===== src/rtl/cnt_pkg.sv =====
// Shared types and seven-segment decode for the cnt_bcd_mmss counter/display block.
package cnt_pkg;

  typedef logic [3:0] bcd_t;
  typedef logic [1:0] dig_idx_t;

  localparam logic [7:0] LED_RST = 8'hC0;

  // BCD digit to active-low {g,f,e,d,c,b,a}; non-BCD codes blank the digit.
  function automatic logic [6:0] seg7(input bcd_t d);
    logic [6:0] s;
    case (d)
      4'd0:    s = 7'h40;
      4'd1:    s = 7'h79;
      4'd2:    s = 7'h24;
      4'd3:    s = 7'h30;
      4'd4:    s = 7'h19;
      4'd5:    s = 7'h12;
      4'd6:    s = 7'h02;
      4'd7:    s = 7'h78;
      4'd8:    s = 7'h00;
      4'd9:    s = 7'h10;
      default: s = 7'h7F;
    endcase
    return s;
  endfunction

endpackage


===== src/rtl/cnt_bcd_stage.sv =====
// One modulo-MOD BCD up/down stage (tens:ones); carry doubles as borrow when counting down.
// Preset load ports exist only when CNT_PRESET_EN is defined.
module cnt_bcd_stage
  import cnt_pkg::*;
#(
  parameter int MOD = 60
) (
  input  logic       clk,
  input  logic       rst,
  input  logic       tick,
  input  logic       dec,
`ifdef CNT_PRESET_EN
  input  logic       load,
  input  logic [7:0] load_val,
`endif
  output logic [7:0] val,
  output logic       carry
);

  localparam bcd_t MAX_T = bcd_t'((MOD - 1) / 10);
  localparam bcd_t MAX_O = bcd_t'((MOD - 1) % 10);

  bcd_t tens, ones;
  logic at_max, at_zero;

  assign at_max  = (tens == MAX_T) && (ones == MAX_O);
  assign at_zero = (tens == 4'd0) && (ones == 4'd0);
  assign carry   = tick && (dec ? at_zero : at_max);
  assign val     = {tens, ones};

`ifdef CNT_PRESET_EN
  // Out-of-range or non-BCD presets collapse to zero.
  logic ld_ok;
  assign ld_ok = (load_val[7:4] <= 4'd9) && (load_val[3:0] <= 4'd9) &&
                 ((load_val[7:4] < MAX_T) ||
                  ((load_val[7:4] == MAX_T) && (load_val[3:0] <= MAX_O)));
`endif

  always_ff @(posedge clk or posedge rst) begin
    if (rst) begin
      tens <= '0;
      ones <= '0;
    end
`ifdef CNT_PRESET_EN
    else if (load) begin
      tens <= ld_ok ? load_val[7:4] : 4'd0;
      ones <= ld_ok ? load_val[3:0] : 4'd0;
    end
`endif
    else if (tick) begin
      if (!dec) begin
        if (at_max) begin
          tens <= '0;
          ones <= '0;
        end else if (ones == 4'd9) begin
          ones <= '0;
          tens <= tens + 4'd1;
        end else begin
          ones <= ones + 4'd1;
        end
      end else begin
        if (at_zero) begin
          tens <= MAX_T;
          ones <= MAX_O;
        end else if (ones == 4'd0) begin
          ones <= 4'd9;
          tens <= tens - 4'd1;
        end else begin
          ones <= ones - 4'd1;
        end
      end
    end
  end

endmodule


===== src/rtl/cnt_bcd_mmss.sv =====
// Two-stage BCD up/down counter (HI:LO) with tick prescaler and 4-digit multiplexed LED driver.
// Define CNT_PRESET_EN to enable the LOAD/LOAD_VAL preset path.
module cnt_bcd_mmss
  import cnt_pkg::*;
#(
  parameter int SEC1_MAX = 100_000_000,
  parameter int SCAN_MAX = 100_000,
  parameter int MOD_LO   = 60,
  parameter int MOD_HI   = 60
) (
  input  logic        CLK,
  input  logic        RESET,
  input  logic        EN,
  input  logic        DEC,
  input  logic        LOAD,
  input  logic [15:0] LOAD_VAL,
  output logic [15:0] CNT,
  output logic        WRAP,
  output logic [7:0]  LED,
  output logic [3:0]  SA
);

  localparam int PRE_W  = (SEC1_MAX > 1) ? $clog2(SEC1_MAX) : 1;
  localparam int SCAN_W = (SCAN_MAX > 1) ? $clog2(SCAN_MAX) : 1;
  localparam logic [PRE_W-1:0]  PRE_LAST  = PRE_W'(SEC1_MAX - 1);
  localparam logic [SCAN_W-1:0] SCAN_LAST = SCAN_W'(SCAN_MAX - 1);

  logic [PRE_W-1:0]  pre_cnt;
  logic [SCAN_W-1:0] scan_cnt;
  dig_idx_t          idx;
  bcd_t              cur;
  logic              tick, tick_p0, load_p0;
  logic              lo_carry, hi_carry;
  logic [7:0]        lo_val, hi_val;

`ifdef CNT_PRESET_EN
  assign load_p0 = LOAD;
`else
  logic unused_load;
  assign unused_load = ^{LOAD, LOAD_VAL};
  assign load_p0     = 1'b0;
`endif

  // Stage 0: prescaler; a preset wins over a coincident tick.
  assign tick    = EN && (pre_cnt == PRE_LAST);
  assign tick_p0 = tick && !load_p0;

  always_ff @(posedge CLK or posedge RESET) begin
    if (RESET)                pre_cnt <= '0;
    else if (load_p0 || tick) pre_cnt <= '0;
    else if (EN)              pre_cnt <= pre_cnt + PRE_W'(1);
  end

  // Stage 1: BCD count chain and full-chain wrap flag.
  cnt_bcd_stage #(.MOD(MOD_LO)) u_lo (
    .clk(CLK), .rst(RESET), .tick(tick_p0), .dec(DEC),
`ifdef CNT_PRESET_EN
    .load(load_p0), .load_val(LOAD_VAL[7:0]),
`endif
    .val(lo_val), .carry(lo_carry)
  );

  cnt_bcd_stage #(.MOD(MOD_HI)) u_hi (
    .clk(CLK), .rst(RESET), .tick(lo_carry), .dec(DEC),
`ifdef CNT_PRESET_EN
    .load(load_p0), .load_val(LOAD_VAL[15:8]),
`endif
    .val(hi_val), .carry(hi_carry)
  );

  assign CNT = {hi_val, lo_val};

  always_ff @(posedge CLK or posedge RESET) begin
    if (RESET) WRAP <= 1'b0;
    else       WRAP <= hi_carry;
  end

  // Stage 2: digit scan; SA and LED are registered from the same index.
  always_comb begin
    cur = CNT[3:0];
    case (idx)
      2'd0:    cur = CNT[3:0];
      2'd1:    cur = CNT[7:4];
      2'd2:    cur = CNT[11:8];
      default: cur = CNT[15:12];
    endcase
  end

  always_ff @(posedge CLK or posedge RESET) begin
    if (RESET) begin
      scan_cnt <= '0;
      idx      <= '0;
      SA       <= 4'b0001;
      LED      <= LED_RST;
    end else begin
      if (scan_cnt == SCAN_LAST) begin
        scan_cnt <= '0;
        idx      <= idx + 2'd1;
      end else begin
        scan_cnt <= scan_cnt + SCAN_W'(1);
      end
      SA  <= 4'b0001 << idx;
      LED <= {idx != 2'd2, seg7(cur)};
    end
  end

endmodule


===== config.mk =====
export PLATFORM = sky130hd
export DESIGN_NAME = cnt_bcd_mmss
export DESIGN_NICKNAME = d
export VERILOG_FILES = /design/src/rtl/cnt_pkg.sv /design/src/rtl/cnt_bcd_stage.sv /design/src/rtl/cnt_bcd_mmss.sv
export SDC_FILE = /design/constraint.sdc
export NUM_CORES = 1
export LEC_CHECK = 0
export ABC_AREA = 1
export ABC_CLOCK_PERIOD_IN_PS = 2740
export BUFFER_PORTS_ARGS = -buffer_cell sky130_fd_sc_hd__buf_2
export CAP_MARGIN = 25
export CORE_ASPECT_RATIO = 1.75
export CORE_UTILIZATION = 60
export DETAILED_ROUTE_END_ITERATION = 10
export GPL_ROUTABILITY_DRIVEN = 0
export PLACE_DENSITY_LB_ADDON = 0.08
export SKIP_CTS_REPAIR_TIMING = 1
export SKIP_LAST_GASP = 1
export SYNTH_ARGS = -nofsm -noshare
export SYNTH_HDL_FRONTEND = slang
export SYNTH_HIERARCHICAL = 1
export SYNTH_SLANG_ARGS = --single-unit

===== constraint.sdc =====
create_clock -name CLK -period 2.74 [get_ports CLK]
set_input_delay 0.137 -clock CLK [delete_from_list [all_inputs] [get_ports CLK]]
set_output_delay 0.137 -clock CLK [all_outputs]
set_load 0.03 [all_outputs]

-- Word level (Yosys, flattened, before mapping)
Memory sizes are Yosys's and may differ from the RTL's. A register that Yosys moved wholly into a read port is not among the register bits.
Cells that the tools add are included.
- flip-flop bits (word level): 75
- bits in latches: 0
- memory bits (writable): 0
- memory bits (read-only): 112
- bits of input ports: 21
- output and inout port bits: 29
- logic and storage cells: 77
- memories: 1
- memory list (name ; depth ; bits a word ; read ports ; clocked after Yosys merged registers in ; write ports ; line ; RTL):
    (no name shown) ; 16 ; 7 ; 1 ; 1 ; 0 ; cnt_pkg.sv:12 ; case (d)
- add/subtract/negate cells: 11
- multipliers: 0
- div/mod/pow operators: 0
- magnitude comparators: 0
- eq/ne operators: 11
- shifts and indexed selects: 1
- multiplexer cells: 26
- bitwise operators: 0
- reduce and logical (&&, ||, !) cells: 17
- operator list (cell ; number):
    $mux W4 ; 20
    $mux W27 ; 2
    $add A27 B1 Y27 const B ; 1
    $eq A27 B27 Y1 const B ; 1
    $add A17 B1 Y17 const B ; 1
    $eq A17 B17 Y1 const B ; 1
    $mux W17 ; 1
    $add A4 B1 Y4 const B ; 4
    $logic_not A4 Y1 ; 4
    $sub A4 B1 Y4 const B ; 4
    $pmux W4 S3 ; 1
    $eq A4 B3 Y1 const B ; 2
    $eq A4 B4 Y1 const B ; 2
    $logic_and A1 B1 Y1 ; 7
    $ne A3 B1 Y1 const B ; 2
    $reduce_and A3 Y1 ; 2
    $reduce_bool A3 Y1 ; 2
    $shl A1 B2 Y4 const A ; 1
    $add A2 B1 Y2 const B ; 1
    $eq A2 B1 Y1 const B ; 1
    $eq A2 B2 Y1 const B ; 1
    $logic_not A2 Y1 ; 1
    $mux W1 ; 2
    $ne A2 B2 Y1 const B ; 1
    $reduce_bool A2 Y1 ; 1

-- Longest topological paths before layout
Gate-level depths: netlist of the first run.
- word-level depth: 5
- depth in mapped cells: 15
- gate-level depth less buffers: 14

-- Hierarchy
Netlist of the first run, hierarchy kept.
- by module, submodules not included (module ; times used ; cells an instance ; area each (um^2) ; sequential area each (um^2)):
    cnt_bcd_mmss ; 1 ; 457 ; 3415.8 ; 1480.2
    cnt_bcd_stage ; 2 ; 107 ; 734.5 ; 200.2

-- Worst setup path before layout of the first run
No wires, ideal clock.
- path type: reg2reg
- from: register pre_cnt[0]
- to: register u_hi.tens[3]
- library setup time: 0.071 ns
- arrival: 2.145 ns
- data required time: 2.669 ns
- setup slack: 0.524 ns
- cell stages (with the launch flop): 16
- buffers on the path: 2
- period minus slack after synthesis: 2.216 ns
- path through: dfrtp_1 ha_1 nand3_1 inv_2 nand2_2 nor2_2 nand3_2 inv_1 clkbuf_1 nand2_1 nor2_1 clkbuf_1 nand3_1 nand2_1 inv_1 nor2_1
- cells in the longest elaborated chain, start to end: 4
- RTL lines (element ; line ; RTL):
    start: declaration ; cnt_bcd_mmss.sv:28 ; logic [PRE_W-1:0] pre_cnt;
    start signal: assignment ; cnt_bcd_mmss.sv:51 ; else if (EN) pre_cnt <= pre_cnt + PRE_W'(1);
    $eq A27 B27 Y1 ; cnt_bcd_mmss.sv:45 ; assign tick = EN && (pre_cnt == PRE_LAST);
    $logic_and A1 B1 Y1 ; cnt_bcd_mmss.sv:45 ;
    named net tick ; cnt_bcd_mmss.sv:32 ; logic tick, tick_p0, load_p0;
    $logic_and A1 B1 Y1 ; cnt_bcd_stage.sv:28 ; assign carry = tick && (dec ? at_zero : at_max);
    named net lo_carry ; cnt_bcd_mmss.sv:33 ; logic lo_carry, hi_carry;
    $reduce_and A3 Y1 (no source line) ; n/a ;
    end signal: assignment ; cnt_bcd_stage.sv:57 ; tens <= tens + 4'd1;
    end signal: assignment ; cnt_bcd_stage.sv:67 ; tens <= tens - 4'd1;
    end: declaration ; cnt_bcd_stage.sv:23 ; bcd_t tens, ones;
The timed path passes the listed nets, and every way through them passes these cells.
A chain may end at the register's enable or synchronous reset.

-- Final worst setup path of the first run
- from: register u_lo.ones[0]
- to: register u_hi.tens[3]
- cells in the longest elaborated chain, start to end: 5
- elaborated cells between the ends (all ways): 7
- classes of those cells: eq/ne (1); mux (1); reduce/logical (5)
- RTL lines (element ; line ; RTL):
    start: declaration ; cnt_bcd_stage.sv:23 ;
    start signal: assignment ; cnt_bcd_stage.sv:59 ; ones <= ones + 4'd1;
    start signal: assignment ; cnt_bcd_stage.sv:69 ; ones <= ones - 4'd1;
    $eq A4 B4 Y1 or $logic_not A4 Y1 (tied branches) ; cnt_bcd_stage.sv:26, cnt_bcd_stage.sv:27 ;
    $logic_and A1 B1 Y1 (on tied branches) ; cnt_bcd_stage.sv:26, cnt_bcd_stage.sv:27 ;
    $mux W1 * ; cnt_bcd_stage.sv:28 ;
    $logic_and A1 B1 Y1 * ; cnt_bcd_stage.sv:28 ;
    named net lo_carry ; cnt_bcd_mmss.sv:33 ;
    $reduce_and A3 Y1 (no source line) * ; n/a ;
The timed path passes the listed nets; every way through them passes the cells marked *.

==> results.json, run 1 <==
{
  "status": "finished clean",
  "drive_gt1_share_pct": 17.9,
  "num_vias": 4320,
  "yosysWarnings": 13,
  "critPathBufInv": 1,
  "post-route-util_pct": 69.2,
  "hp-class": "in -> reg",
  "power_density_nw_per_um2": 481,
  "path_cells": "inv_1 > ha_1 > nand2_2 > nor2_1 > nand2_2 > nand2_2 > nand2_1 > nor2_1 > nand2_2 > nor2_4 > nand2_1 > nor2_1 > nor2_1",
  "cts_tree": "built",
  "async_flop_share_pct": 100,
  "r2r_start": "u_lo/ones[0]",
  "finalSetupViolCount": 0,
  "required_ps": 2970,
  "die_w_um": 70.2,
  "grt_pass1_wl_um": 18700,
  "start_util_pct": 61.8,
  "seq_area_frac_synth_pct": 38.5,
  "endpoint": "u_hi/tens[3]",
  "final_nets": 759,
  "clk_pin_slew_ps": 50,
  "ys_top_cells_by_area": "dfrtp_1 37%, nand2_1 14%, nor2_1 6.9%, inv_1 6.0%, ha_1 5.9%",
  "cts.sinks": 75,
  "maxCapViolCount": 0,
  "synth_cells": 671,
  "fin_skew_ps": 6.20,
  "synth_edf_count": 0,
  "syn_avg_cell_area_um2": 7.28,
  "worst_pin_slew_ps": 743,
  "wl_per_cell_um": 13.1,
  "crit_type": "reg -> reg",
  "rsz0062_at_grt": "false",
  "finalHoldViolCount": 0,
  "hpwlAfterDp_um": 8100,
  "syn_nets": 715,
  "critical_path_peak_fanout": 7,
  "synth_seq_cells": 75,
  "critPathSlowestCell": "dfrtp_1",
  "period_minus_slack_ps": 2140,
  "drt_iter0_markers": 313,
  "via_per_inst": 5.33,
  "grt_max_degree": 60,
  "numCtsBuffers": 9,
  "drv_slew": 0,
  "io_pins": 50,
  "root_buffer": "clkbuf_16",
  "gr-total-overflow": 0,
  "crit_start": "u_lo/ones[0]",
  "clk_latency_ps": 340,
  "r2r_slack_ps": 600,
  "crit_cells": 13,
  "grt_pass1_vias": 4220,
  "crit_family": "simple AND/OR/NAND/NOR gates",
  "syn2layout_area_growth_pct": 12.1,
  "io_buffers": 32,
  "routed_wl_um": 10600,
  "core-area_um2": 7910,
  "antenna_cells": 0,
  "power_leakage_nw": 2.81,
  "synthMostInstantiatedCell": "nand2_1",
  "ir_drop_mv": 0.314,
  "synth_cell_type_count": 35,
  "arrival_ps": 2370,
  "h-tree-depth": 3,
  "p_total_mw": 2.64,
  "grt.total_usage_pct": 27.5,
  "relSlewSlack_pct": 50.5,
  "reg2reg_to": "u_hi/tens[3]",
  "finalSetupTns_ps": 0,
  "ant_nets": 0,
  "reg2reg_depth": 13,
  "slowest_delay_ps": 440,
  "synth_common_cells": "180 x nand2_1, 90 x nor2_1, 78 x inv_1",
  "ys.flop_type": "dfrtp_1",
  "grt_antenna_before_repair": 0,
  "stdcell_count": 810,
  "drc": 0,
  "die_area_um2": 8520,
  "row_count": 43,
  "endpoint_kind": "register",
  "post-route-period-util_pct": 78.3,
  "crit_path_start_kind": "register",
  "die_y_um": 121,
  "syn_area_um2": 4880,
  "cts_buffer_depth": 2,
  "synth_top_cell_area_share_pct": 36.9,
  "drt-pass1-iter-count": 4,
  "placed_cells_incl_taps": 793,
  "max_freq_mhz": 466,
  "synth_top_area_cell": "dfrtp_1"
}
cell usage in the layout (no fill, tap or decap), types with 7 or more instances in the layout:
cell type / instances
nand2_1: 180
nor2_1: 90
inv_1: 77
dfrtp_1: 72
nand3_1: 51
buf_2: 32
o21ai_0: 23
ha_1: 23
nand4_1: 19
nand2_2: 18
inv_2: 17
xor2_1: 15
a21oi_1: 13
nor2_2: 11
clkbuf_16: 9
nor3_1: 8
nand3_2: 7
where the power goes:
part / internal, mW / switching (mW) / leakage (nW)
registers: 1.16 / 0.0600 / 0.866
logic: 0.0822 / 0.141 / 1.79
clock network: 0.753 / 0.443 / 0.145
total: 1.99 / 0.644 / 2.81
logic make-up (layout without fill, tap and decap cells):
kind of cell | after synthesis | after routing | share of synthesized area (%)
buf+inv | 101 | 150 | 8.15
fa+ha+maj | 23 | 23 | 5.89
simple gates | 406 | 406 | 38.9
flops | 75 | 75 | 38.5
compound gates | 46 | 46 | 4.99
xor+xnor | 20 | 20 | 3.59
state kept, by name (all words and copies together) (netlist names):
signal,flops
u_lo/tens,4
u_lo/ones,4
u_hi/ones,4
pre_cnt,27
idx,2
WRAP,1
scan_cnt,17
SA,4
LED,8
u_hi/tens,4
cell type report:
cell class / count / area, µm²
multi-input combinational: 495 / 2610
fill: 712 / 2430
sequential: 75 / 1880
inverter: 96 / 363
clock buffer: 12 / 256
timing repair buffer: 38 / 208
tap: 90 / 113
clock inverter: 4 / 50.0
worst min-delay path by stage:
stage,startpoint,end,slack [ps],depth (start not counted)
after CTS,RESET,u_hi/ones[1],-220,2
after floorplan,RESET,u_hi/ones[0],-50,1
after detailed placement,RESET,u_hi/ones[1],140,2
after global routing,EN,pre_cnt[1],170,3
after global placement,RESET,u_hi/ones[1],130,2
final,EN,pre_cnt[1],150,3
metrics by stage:
stage               instance area (µm²)  hold WS, ps  setup slack [ps]
floorplan                          4880        -47.3               524
CTS                                5470         -223               606
global placement                   5160          135               637
global route                       5480          169               365
detailed placement                 5160          137               630
finish                             5480          151               596
worst register-to-register path, cell delays in order (launching register included):
cell,delay (ps)
dfrtp_1,440
inv_1,200
ha_1,260
nand2_2,70
nor2_1,130
nand2_2,80
nand2_2,90
nand2_1,60
nor2_1,260
nand2_2,110
nor2_4,150
nand2_1,70
nor2_1,80
nor2_1,40
metal layers:
| metal | wire [µm] | up-vias | global-route usage (%) | share of wire, % |
|---|---|---|---|---|
| met5 | 0 | - | 0 | 0 |
| met4 | 264 | 0 | 11.4 | 2.5 |
| met3 | 297 | 19 | 4.32 | 2.8 |
| met2 | 5840 | 83 | 51.3 | 55 |
| met1 | 4180 | 2030 | 30.3 | 39 |
| li1 | - | 2188 | - | - |
Power figures use the tool's default switching activity.
==> run 2: changes to the inputs <==
--- a/config.mk
+++ b/config.mk
@@ -6,7 +6,7 @@
 export NUM_CORES = 1
 export LEC_CHECK = 0
 export ABC_AREA = 1
-export ABC_CLOCK_PERIOD_IN_PS = 2740
+export ABC_CLOCK_PERIOD_IN_PS = 2000
 export BUFFER_PORTS_ARGS = -buffer_cell sky130_fd_sc_hd__buf_2
 export CAP_MARGIN = 25
 export CORE_ASPECT_RATIO = 1.75
==> constraint.sdc (replaced) <==
create_clock -name CLK -period 2 [get_ports CLK]
set_input_delay 0.1 -clock CLK [delete_from_list [all_inputs] [get_ports CLK]]
set_output_delay 0.1 -clock CLK [all_outputs]
set_load 0.03 [all_outputs]
==> run 2 against run 1 <==
Against the previous run: sequential share of layout area down 1.1 points; routed wire length is 6.7% higher; worst hold slack got worse by 33 ps; final cell count grew 2.7%; critical path type unchanged; die area did not move; clock-buffer cell count rose by 1; clock skew is 2.7 ps lower; design area is 3.4% higher; clock power increased by 29%.
==> results.json, run 2 (synthesis results as in run 1) <==
{
  "status": "finished clean",
  "numCtsBuffers": 9,
  "hpwlAfterDp_um": 8560,
  "final_cell_mix": "179 x nand2_1, 84 x nor2_1, 74 x inv_1, 71 x dfrtp_1, 50 x nand3_1",
  "seq_power_share_pct": 46.6,
  "drive_gt1_share_pct": 21.8,
  "post-route-util_pct": 71.6,
  "antenna_cells": 0,
  "use_met3_pct": 3.41,
  "wl_per_cell_um": 13.6,
  "io_pins": 50,
  "grt_pass1_wl_um": 19200,
  "critPathSlowestCell": "dfrtp_1",
  "busiest_layer": "met2",
  "drc": 0,
  "largest_register_ffs": 27,
  "grt_max_degree": 38,
  "finalHoldViolCount": 0,
  "whs_ps": 118,
  "crit_family": "simple AND/OR/NAND/NOR gates",
  "core-area_um2": 7910,
  "critical_path_peak_fanout": 5,
  "p_switching_uw": 878,
  "slowest_delay_ps": 430,
  "post-place-ws_ps": 74.1,
  "placed_area_um2": 5310,
  "cts_buffer_depth": 2,
  "reg.largest.list": "pre_cnt: 27 flops, scan_cnt: 17 flops, LED: 8 flops",
  "h-tree-depth": 3,
  "via_per_inst": 5.41,
  "power_leakage_nw": 2.90,
  "drv_slew": 0,
  "grt_antenna_before_repair": 0,
  "die_w_um": 70.2,
  "cts.sinks": 75,
  "post-route-period-util_pct": 91.6,
  "die_y_um": 121,
  "ir_drop_mv": 0.371,
  "hold_start": "EN",
  "drt-pass1-iter-count": 5,
  "syn2layout_area_growth_pct": 15.9,
  "drt_iter0_markers": 295,
  "path_cells": "nor2_2 > nand4_1 > nor2_2 > nand3_2 > inv_2 > nand2_2 > nor2_4 > nand2_2 > nor2_4 > nand2_1 > nor2_1 > nor2_1",
  "setup_slack_ps": 168,
  "finalSetupTns_ps": 0,
  "io_buffers": 32,
  "worst_pin_slew_ps": 505,
  "p_clk_share_pct": 43.3,
  "gr-total-overflow": 0,
  "crit_type": "reg -> reg",
  "maxCapViolCount": 0,
  "regMostFlops": "pre_cnt",
  "crit_path_start_kind": "register",
  "layout_commonest_cell": "nand2_1",
  "cts_tree": "built",
  "arrival_ps": 2060,
  "r2r_start": "pre_cnt[19]",
  "grtUsageMet2_pct": 54.4,
  "hp-class": "in -> reg",
  "ant_nets": 0,
  "grt.met1_usage_pct": 29.5,
  "max_freq_mhz": 546,
  "grt_pass1_vias": 4482,
  "swShare_pct": 24.6,
  "row_count": 43,
  "crit_start": "pre_cnt[19]",
  "power_density_nw_per_um2": 630,
  "die_area_um2": 8520,
  "intPower_mw": 2.69,
  "fin_skew_ps": 3.46,
  "root_buffer": "clkbuf_16",
  "relSlewSlack_pct": 66.3,
  "final_nets": 781,
  "routed_wl_um": 11300,
  "finalSetupViolCount": 0,
  "clk_latency_ps": 330,
  "start_util_pct": 61.8,
  "clk_pin_slew_ps": 50,
  "period_minus_slack_ps": 1830,
  "num_vias": 4497,
  "final_cell_area_um2": 5660,
  "critPathBufInv": 1,
  "grt.total_usage_pct": 28.3,
  "required_ps": 2230,
  "comb_power_share_pct": 10.1,
  "endpoint_kind": "register"
}
run 2: cell types whose count changed in the layout (fill, tap and decap cells not counted), sizes merged:
cell	delta
clkbuf	+1
clkinv	+1
buf	+22
clkinvlp	-2
run 2: area by class of cell:
type / count / area (µm²)
timing repair buffer: 60 / 385
clock inverter: 3 / 40.0
tap: 90 / 113
clock buffer: 13 / 240
fill: 664 / 2250
sequential: 75 / 1880
inverter: 96 / 363
multi-input combinational: 495 / 2640
run 2: through the flow:
step | total power, mW | std cells
floorplan | 1.93 | 671
global placement | 2.00 | 811
detailed placement | 2.02 | 811
CTS | 3.57 | 827
global route | 3.71 | 832
finish | 3.57 | 832
run 2: final timing paths:
check                               end  slack (ps)  cells after the start
max                        u_hi/tens[3]         170                     12
min                          pre_cnt[1]         120                      3
min in group asynchronous  u_hi/ones[1]         310                      3
min reg2reg                 scan_cnt[0]         460                      1
max in group asynchronous        LED[7]         990                      4
max reg2reg                u_hi/tens[3]         170                     12
run 2: per-layer routing:
layer  vias up  share of wire [%]
met4         0                2.7
li1       2241                  -
met5         -                  0
met1      2117                 38
met2       113                 56
met3        26                2.9
run 2: tightest hold or removal path: cells and delay by family:
| family | cells | cell delay (ps) |
|---|---|---|
| buf+inv | 1 | 170 |
| simple gates | 2 | 130 |
run 2: power by group through the flow:
stage | logic (mW) | registers, mW | clock network (mW)
6_report | 0.360 | 1.66 | 1.55
5_1_grt | 0.405 | 1.67 | 1.63
4_1_cts | 0.337 | 1.66 | 1.58
3_5_place_dp | 0.334 | 1.69 | 0
3_3_place_gp | 0.323 | 1.68 | 0
2_1_floorplan | 0.257 | 1.67 | 0
==> run 3: changes to the inputs <==
--- a/config.mk
+++ b/config.mk
@@ -9,8 +9,10 @@
 export ABC_CLOCK_PERIOD_IN_PS = 2000
 export BUFFER_PORTS_ARGS = -buffer_cell sky130_fd_sc_hd__buf_2
 export CAP_MARGIN = 25
+export CELL_PAD_IN_SITES_DETAIL_PLACEMENT = 1
+export CELL_PAD_IN_SITES_GLOBAL_PLACEMENT = 1
 export CORE_ASPECT_RATIO = 1.75
-export CORE_UTILIZATION = 60
+export CORE_UTILIZATION = 44
 export DETAILED_ROUTE_END_ITERATION = 10
 export GPL_ROUTABILITY_DRIVEN = 0
 export PLACE_DENSITY_LB_ADDON = 0.08
==> run 3 against run 2 <==
Against the previous run: combinational power shrank 2%; sequential share of layout area shrank 0.70 points; routed wire length grew 20%; first-iteration DRC count shrank 32%; critical path depth grew 2; critical endpoint unchanged; clock-buffer cell count shrank 2; via count grew 0.73%; non-clock buffer count grew 4.
==> results.json, run 3 (synthesis results as in run 1) <==
{
  "numCtsBuffers": 9,
  "reg2reg_to": "u_hi/tens[3]",
  "drc": 0,
  "cts_tree": "built",
  "core-area_um2": 10800,
  "power_density_nw_per_um2": 662,
  "routed_wl_um": 13500,
  "io_pins": 50,
  "via_per_inst": 5.17,
  "crit_start": "pre_cnt[1]",
  "clk_latency_ps": 340,
  "drt_iter0_markers": 200,
  "critical_path_peak_fanout": 5,
  "crit_family": "simple AND/OR/NAND/NOR gates",
  "maxCapViolCount": 0,
  "comb_power_share_pct": 9.2,
  "syn2layout_area_growth_pct": 18.3,
  "finalSetupTns_ps": 0,
  "row_count": 50,
  "register_area_um2": 1880,
  "crit_path_start_kind": "register",
  "intPower_mw": 2.85,
  "antenna_cells": 0,
  "hold_path_depth": 4,
  "grt_pass1_wl_um": 22800,
  "fillers": 1425,
  "layout_commonest_cell": "nand2_1",
  "r2r_start": "pre_cnt[1]",
  "final_nets": 785,
  "post-route-util_pct": 53.7,
  "drive_gt1_share_pct": 21.8,
  "start_util_pct": 45.4,
  "relSlewSlack_pct": 73.9,
  "hpwlAfterDp_um": 10500,
  "placed_area_um2": 5410,
  "post-place-ws_ps": 90.1,
  "die_area_um2": 11500,
  "crit_type": "reg -> reg",
  "reg.largest.list": "pre_cnt: 27 flops, scan_cnt: 17 flops, LED: 8 flops",
  "final_cell_mix": "180 x nand2_1, 88 x nor2_1, 75 x inv_1, 72 x dfrtp_1, 50 x nand3_1",
  "period_minus_slack_ps": 1890,
  "reg2reg_depth": 14,
  "swShare_pct": 25.4,
  "max_freq_mhz": 530,
  "slowest_delay_ps": 380,
  "grt_max_degree": 60,
  "min_to": "WRAP",
  "grt.total_usage_pct": 26.1,
  "num_vias": 4530,
  "drv_slew": 0,
  "cts.sinks": 75,
  "gr-total-overflow": 0,
  "endpoint_kind": "register",
  "p_switching_uw": 970,
  "ant_nets": 0,
  "finalHoldViolCount": 0,
  "drt-pass1-iter-count": 4,
  "hp-class": "in -> reg",
  "post-route-period-util_pct": 94.4,
  "largest_register_ffs": 27,
  "r2r_slack_ps": 110,
  "p_clk_share_pct": 47.3,
  "grt_pass1_vias": 4946,
  "fin_skew_ps": 9.29,
  "cts_buffer_depth": 2,
  "io_buffers": 32,
  "path_cells": "ha_2 > nand3_2 > inv_2 > nand2_2 > nor2_2 > nand3_2 > inv_2 > nand2_1 > nor2_4 > nand2_2 > nor2_4 > nand2_1 > nor2_1 > nor2_1",
  "hold_start": "DEC",
  "arrival_ps": 2120,
  "h-tree-depth": 3,
  "final_cell_area_um2": 5780,
  "multi_input_area_um2": 2630,
  "finalSetupViolCount": 0,
  "rsz0062_at_grt": "false",
  "die_y_um": 141,
  "clk_pin_slew_ps": 60,
  "ir_drop_mv": 0.502,
  "grt_antenna_before_repair": 0,
  "root_buffer": "clkbuf_16",
  "required_ps": 2230,
  "seq_power_share_pct": 43.5,
  "power_leakage_nw": 2.95,
  "critPathSlowestCell": "dfrtp_1",
  "wl_per_cell_um": 15.4,
  "critPathBufInv": 2,
  "regMostFlops": "pre_cnt",
  "die_w_um": 81.6,
  "status": "finished clean",
  "worst_pin_slew_ps": 391,
  "setup_slack_ps": 113
}
[run 3: through the flow]
step / power (mW) / instances / hold slack [ps]
detailed placement: 2.03 / 857 / 104
floorplan: 1.93 / 671 / -84.3
finish: 3.82 / 876 / 174
global placement: 2.02 / 857 / 105
CTS: 3.85 / 873 / -250
global route: 3.97 / 876 / 198
[run 3: how the worst max path moves through the flow]
stage / depth (start not counted) / slack, ps / end
global route: 11 / 4 / LED[3]
global placement: 14 / 120 / u_hi/tens[3]
detailed placement: 14 / 90 / u_hi/tens[3]
floorplan: 15 / 20 / u_hi/tens[3]
CTS: 11 / 40 / LED[3]
finish: 14 / 110 / u_hi/tens[3]
[run 3: final cells by class]
class / count / area share [%]
Sequential cell: 75 / 32.5
Timing Repair Buffer: 64 / 7.19
Inverter: 96 / 6.28
Clock buffer: 11 / 4.20
Clock inverter: 5 / 1.47
Multi-Input combinational cell: 495 / 45.5
Tap cell: 130 / 2.81
[run 3: worst register-to-register path, cell delays in order (launching register included)]
cell	delay, ps
dfrtp_1	380
ha_2	220
nand3_2	100
inv_2	70
nand2_2	50
nor2_2	110
nand3_2	100
inv_2	80
nand2_1	90
nor2_4	160
nand2_2	80
nor2_4	140
nand2_1	70
nor2_1	90
nor2_1	40
[run 3: per-layer routing]
metal	up-vias	part of all wire [%]	wire length [µm]	GRT usage, %
li1	2239	-	-	-
met5	-	0	0	0
met4	0	2.9	395	10.8
met3	31	1.9	261	4.12
met1	2209	37	4980	25.3
met2	51	58	7890	51.5
[run 3: power by group through the flow]
stage	Clock [mW]	Sequential, mW	Combinational [mW]
after floorplan	0	1.67	0.257
after global placement	0	1.68	0.334
after detailed placement	0	1.69	0.347
after CTS	1.84	1.66	0.351
after global routing	1.89	1.67	0.408
final	1.81	1.66	0.353
